$ cat config.mk
export PLATFORM = sky130hd
export DESIGN_NAME = mc_aludec
export DESIGN_NICKNAME = d
export VERILOG_FILES = /design/src/rtl/mips_ctrl_pkg.sv /design/src/rtl/mc_aludec.sv
export SDC_FILE = /design/constraint.sdc
export NUM_CORES = 1
export LEC_CHECK = 0
export CAP_MARGIN = 30
export CORE_AREA = 2 2 39 41
export DETAILED_ROUTE_END_ITERATION = 8
export DIE_AREA = 0 0 41 43
export DONT_BUFFER_PORTS = 1
export PLACE_DENSITY = 0.3
export SYNTH_ARGS = -nofsm -noshare
export SYNTH_HDL_FRONTEND = slang
export SYNTH_SLANG_ARGS = --single-unit
export TNS_END_PERCENT = 10
$ cat constraint.sdc
create_clock -name vclk -period 1.2
set_input_delay 0.24 -clock vclk [all_inputs]
set_output_delay 0.24 -clock vclk [all_outputs]
set_load 0.005 [all_outputs]
$ cat src/rtl/mips_ctrl_pkg.sv
// Shared definitions for the multicycle MIPS control path: state enum, opcode
// and ALU codes, mux-select encodings and the per-state control word.
package mips_ctrl_pkg;

    typedef enum logic [3:0] {
        S_FETCH,
        S_DECODE,
        S_MEMADR,
        S_MEMRD,
        S_MEMWB,
        S_MEMWR,
        S_REX,
        S_RWB,
        S_IEX,
        S_IWB,
        S_BEQ,
        S_JMP
    } state_t;

    // Opcodes (instr[31:26])
    localparam logic [5:0] OP_R    = 6'b000000;
    localparam logic [5:0] OP_LW   = 6'b100011;
    localparam logic [5:0] OP_SW   = 6'b101011;
    localparam logic [5:0] OP_BEQ  = 6'b000100;
    localparam logic [5:0] OP_ADDI = 6'b001000;
    localparam logic [5:0] OP_ANDI = 6'b001100;
    localparam logic [5:0] OP_ORI  = 6'b001101;
    localparam logic [5:0] OP_J    = 6'b000010;

    // ALU operation codes (funct-coded)
    localparam logic [5:0] ALU_ADD = 6'b100000;
    localparam logic [5:0] ALU_SUB = 6'b100010;
    localparam logic [5:0] ALU_AND = 6'b100100;
    localparam logic [5:0] ALU_OR  = 6'b100101;
    localparam logic [5:0] ALU_SLT = 6'b101010;
    localparam logic [5:0] ALU_SLL = 6'b000000;

    // ALU B-operand select
    localparam logic [1:0] SRCB_RT    = 2'b00;
    localparam logic [1:0] SRCB_FOUR  = 2'b01;
    localparam logic [1:0] SRCB_IMM   = 2'b10;
    localparam logic [1:0] SRCB_IMMSH = 2'b11;

    // PC source select
    localparam logic [1:0] PCSRC_ALU    = 2'b00;
    localparam logic [1:0] PCSRC_ALUOUT = 2'b01;
    localparam logic [1:0] PCSRC_JUMP   = 2'b10;

    // Control word that depends only on the state. Handshake-dependent strobes
    // (fetch/beq/jmp/done_on_ready/decode) are qualified with live inputs later.
    typedef struct packed {
        logic       mem_req;
        logic       memwrite;
        logic       iord;
        logic       fetch;
        logic       decode;
        logic       beq;
        logic       jmp;
        logic [1:0] pcsrc;
        logic       regwrite;
        logic       regdst;
        logic       memtoreg;
        logic       alusrca;
        logic [1:0] alusrcb;
        logic       done_last;
        logic       done_on_ready;
    } ctrl_t;

    function automatic logic opcode_known(input logic [5:0] op);
        return (op == OP_R)    || (op == OP_LW)   || (op == OP_SW)  ||
               (op == OP_BEQ)  || (op == OP_ADDI) || (op == OP_ANDI) ||
               (op == OP_ORI)  || (op == OP_J);
    endfunction

    function automatic ctrl_t ctrl_decode(input state_t s);
        ctrl_t c;
        c = '0;
        case (s)
            S_FETCH: begin
                c.mem_req = 1'b1;
                c.fetch   = 1'b1;
                c.alusrcb = SRCB_FOUR;
                c.pcsrc   = PCSRC_ALU;
            end
            S_DECODE: begin
                c.decode  = 1'b1;
                c.alusrcb = SRCB_IMMSH;
            end
            S_MEMADR: begin
                c.alusrca = 1'b1;
                c.alusrcb = SRCB_IMM;
            end
            S_MEMRD: begin
                c.mem_req = 1'b1;
                c.iord    = 1'b1;
            end
            S_MEMWB: begin
                c.regwrite  = 1'b1;
                c.memtoreg  = 1'b1;
                c.done_last = 1'b1;
            end
            S_MEMWR: begin
                c.mem_req       = 1'b1;
                c.iord          = 1'b1;
                c.memwrite      = 1'b1;
                c.done_on_ready = 1'b1;
            end
            S_REX: begin
                c.alusrca = 1'b1;
                c.alusrcb = SRCB_RT;
            end
            S_RWB: begin
                c.regwrite  = 1'b1;
                c.regdst    = 1'b1;
                c.done_last = 1'b1;
            end
            S_IEX: begin
                c.alusrca = 1'b1;
                c.alusrcb = SRCB_IMM;
            end
            S_IWB: begin
                c.regwrite  = 1'b1;
                c.done_last = 1'b1;
            end
            S_BEQ: begin
                c.alusrca   = 1'b1;
                c.alusrcb   = SRCB_RT;
                c.pcsrc     = PCSRC_ALUOUT;
                c.beq       = 1'b1;
                c.done_last = 1'b1;
            end
            S_JMP: begin
                c.pcsrc     = PCSRC_JUMP;
                c.jmp       = 1'b1;
                c.done_last = 1'b1;
            end
            default: ;
        endcase
        return c;
    endfunction

endpackage

$ cat src/rtl/mc_aludec.sv
// ALU decoder: selects the 6-bit ALU operation and immediate extension mode
// from the current FSM state and the instruction fields.
module mc_aludec
    import mips_ctrl_pkg::*;
(
    input  state_t      i_state,
    input  logic [5:0]  i_opcode,
    input  logic [5:0]  i_funct,
    output logic [5:0]  o_alucontrol,
    output logic        o_extop
);

    // Address/PC arithmetic defaults to ADD; R-type passes funct straight through.
    always_comb begin
        o_alucontrol = ALU_ADD;
        o_extop      = 1'b0;
        case (i_state)
            S_REX: o_alucontrol = i_funct;
            S_IEX: begin
                case (i_opcode)
                    OP_ANDI: begin
                        o_alucontrol = ALU_AND;
                        o_extop      = 1'b1;
                    end
                    OP_ORI: begin
                        o_alucontrol = ALU_OR;
                        o_extop      = 1'b1;
                    end
                    default: o_alucontrol = ALU_ADD;
                endcase
            end
            S_BEQ:   o_alucontrol = ALU_SUB;
            default: ;
        endcase
    end

endmodule

==> impl_metrics.csv <==
group,metric,value,unit
sta,finalWorstPathRequiredPeriod,1.16,ns
sta,min_hold_slack,0.525,ns
floorplan,chipWidth,41,µm
final_layout,ratio_of_cells_with_drive_above_1_in_the_final_layout,0.417,
synthesis,synth.mux.area_fraction,0.117,
synthesis,synth_top_cell_area_share,0.130,
final_layout,design.seq.count,0,
synthesis,post_synth_inst_count,12,
final_layout,final-seq-area,0,µm²
final_layout,final_cell_count_no_fill,30,
place,place_ws,0.0265,ns
run_status,status,"complete, no violations",
final_layout,clkbuf_count,0,
place,dp.cells,28,
synthesis,synth_fa_ha_area_frac,0,
global_routing,antenna_violations_before_repair,2,
floorplan,placement_rows,14,
job,drv_cap,0,
sta,report.final.setup_viol,0,
synthesis,synth-simple-area-share,0.688,
pwr,power,0.0143,mW
worst_setup_path,start_kind,"input port",
worst_setup_path,endpoint_kind,"primary output",
sta,timing.final.crit_share,0.965,
detailed_routing,drc_errors,0,
min_path,timing.hold.worst_path_depth,1,
worst_setup_path,crit_arrival,0.92,ns
global_routing,grt_max_degree,6,
floorplan,die_h,43,µm
synthesis,cell_type_with_the_highest_aggregate_area_in_the_netlist,"and2_1",
detailed_routing,drt_first_iter_violations,4,
floorplan,boundaryPins,23,
pwr,irDropWorstVdd,0.0000165,V
sta,hold_viol_final,0,
final_layout,final_nets,30,
sta,post-route-worst-setup-slack,0.0423,ns
clock_network,cts_hold_repair.buffers,0,
sta,final.setup.tns,0,ns
synthesis,yosys_warnings,0,
synthesis,synth_top_family_by_area,"simple AND/OR/NAND/NOR gates",
detailed_routing,drt_wl_total,554,µm
synthesis,synth_seq_area_share,0,
detailed_routing,avgRoutedWirePerCell,18.5,µm
clock_network,cts_resized,0,
pwr,power_density_normalized_to_cell_area,118,nW/µm²
detailed_routing,post_drt_via_cell_ratio,3.73,
sta,tightest_slew,0.311,ns
detailed_routing,vias,112,
floorplan,fp.dieArea,1760,µm²
synthesis,postSynthNetCount,28,
sta,maxSlewHeadroom,0.792,
synthesis,synthMostInstantiatedCell,"and2_1",
synthesis,synth.top_cells.by_area,"and2_1 13%, and4bb_2 13%, mux2_2 12%",
place,gp_weighted_congestion,0.573,
global_routing,grt_first_pass_wirelength,641,µm
global_routing,globalRouteOverflowTotal,0,
synthesis,synth.avg_cell_area,8.03,µm²
worst_setup_path,worstSetupPathType,"in -> out",
place,io_buffers,0,
clock_network,post_cts_buffers,0,
synthesis,synth-xor-area-share,0,
final_layout,area_growth_syn_to_fin,26.0,%
floorplan,initial_utilization,0.0696,
global_routing,grt_use_total,0.0539,
sta,final_max_slew_viol_count,0,
synthesis,synthesis.area,96.3,µm²
min_path,hold_class,"in -> out",
sta,maxClockFrequency,864,MHz
detailed_routing,first_pass_iters,4,
floorplan,core_area,1380,µm²
detailed_routing,postRouteAntennaNets,0,
pwr,leakage_power,0.0388,nW
worst_setup_path,timing.critical_path.fanout_max,3,
synthesis,synth-compound-area-share,0.195,
synthesis,synth_cell_types,11,
global_routing,first_global_vias,137,
worst_setup_path,data_required_critical_path,0.96,ns
sta,grt_setup_unrepaired,"false",
-- layout make-up --
| class | count | area, µm² |
|---|---|---|
| Antenna cell | 2 | 5.00 |
| Fill cell | 161 | 1260 |
| Multi-Input combinational cell | 12 | 96.3 |
| Tap cell | 16 | 20.0 |
-- worst paths after layout --
kind,from,to
setup / recovery,i_opcode[1],o_alucontrol[0]
hold / removal,i_state[0],o_alucontrol[1]
-- worst max-delay path, stage by stage --
cell    delay (ns)
nor4_1        0.24
and3_2        0.26
a22o_2        0.17
-- power breakdown --
group	switching, mW	internal, mW	total, mW
registers	0	0	0
clock network	0	0.000000223	0.000000223
logic	0.00491	0.00936	0.0143
total	0.00491	0.00936	0.0143
-- cell usage in the layout, fill, tap and decap left out --
master,synthesis,final
diode_2,0,2
and2_1,2,2
nor4_1,1,1
nor4bb_1,1,1
and3_2,1,1
and4bb_2,1,1
a21o_2,1,1
nand2_1,1,1
mux2_2,1,1
nor3b_1,1,1
a22o_2,1,1
nand2b_1,1,1
-- through the flow --
stage,cell area (µm²),util
final,121,0.0877
after global routing,121,0.0877
after CTS,116,0.0841
after detailed placement,116,0.0841
after global placement,116,0.0841
after floorplan,96.3,-
-- cell families (layout without fill, tap and decap cells) --
kind of cell    count (synthesis)  after routing
simple gates                    9              9
other cells                     0              2
mux                             1              1
compound gates                  2              2
-- metal layers --
metal,GRT usage,wire [µm],vias up
met5,0,0,-
met4,0,0,0
met3,0.152,290,0
met2,0.0344,88,23
met1,0.0443,175,38
li1,-,-,51
No activity file was read; power rests on OpenSTA's default activity.
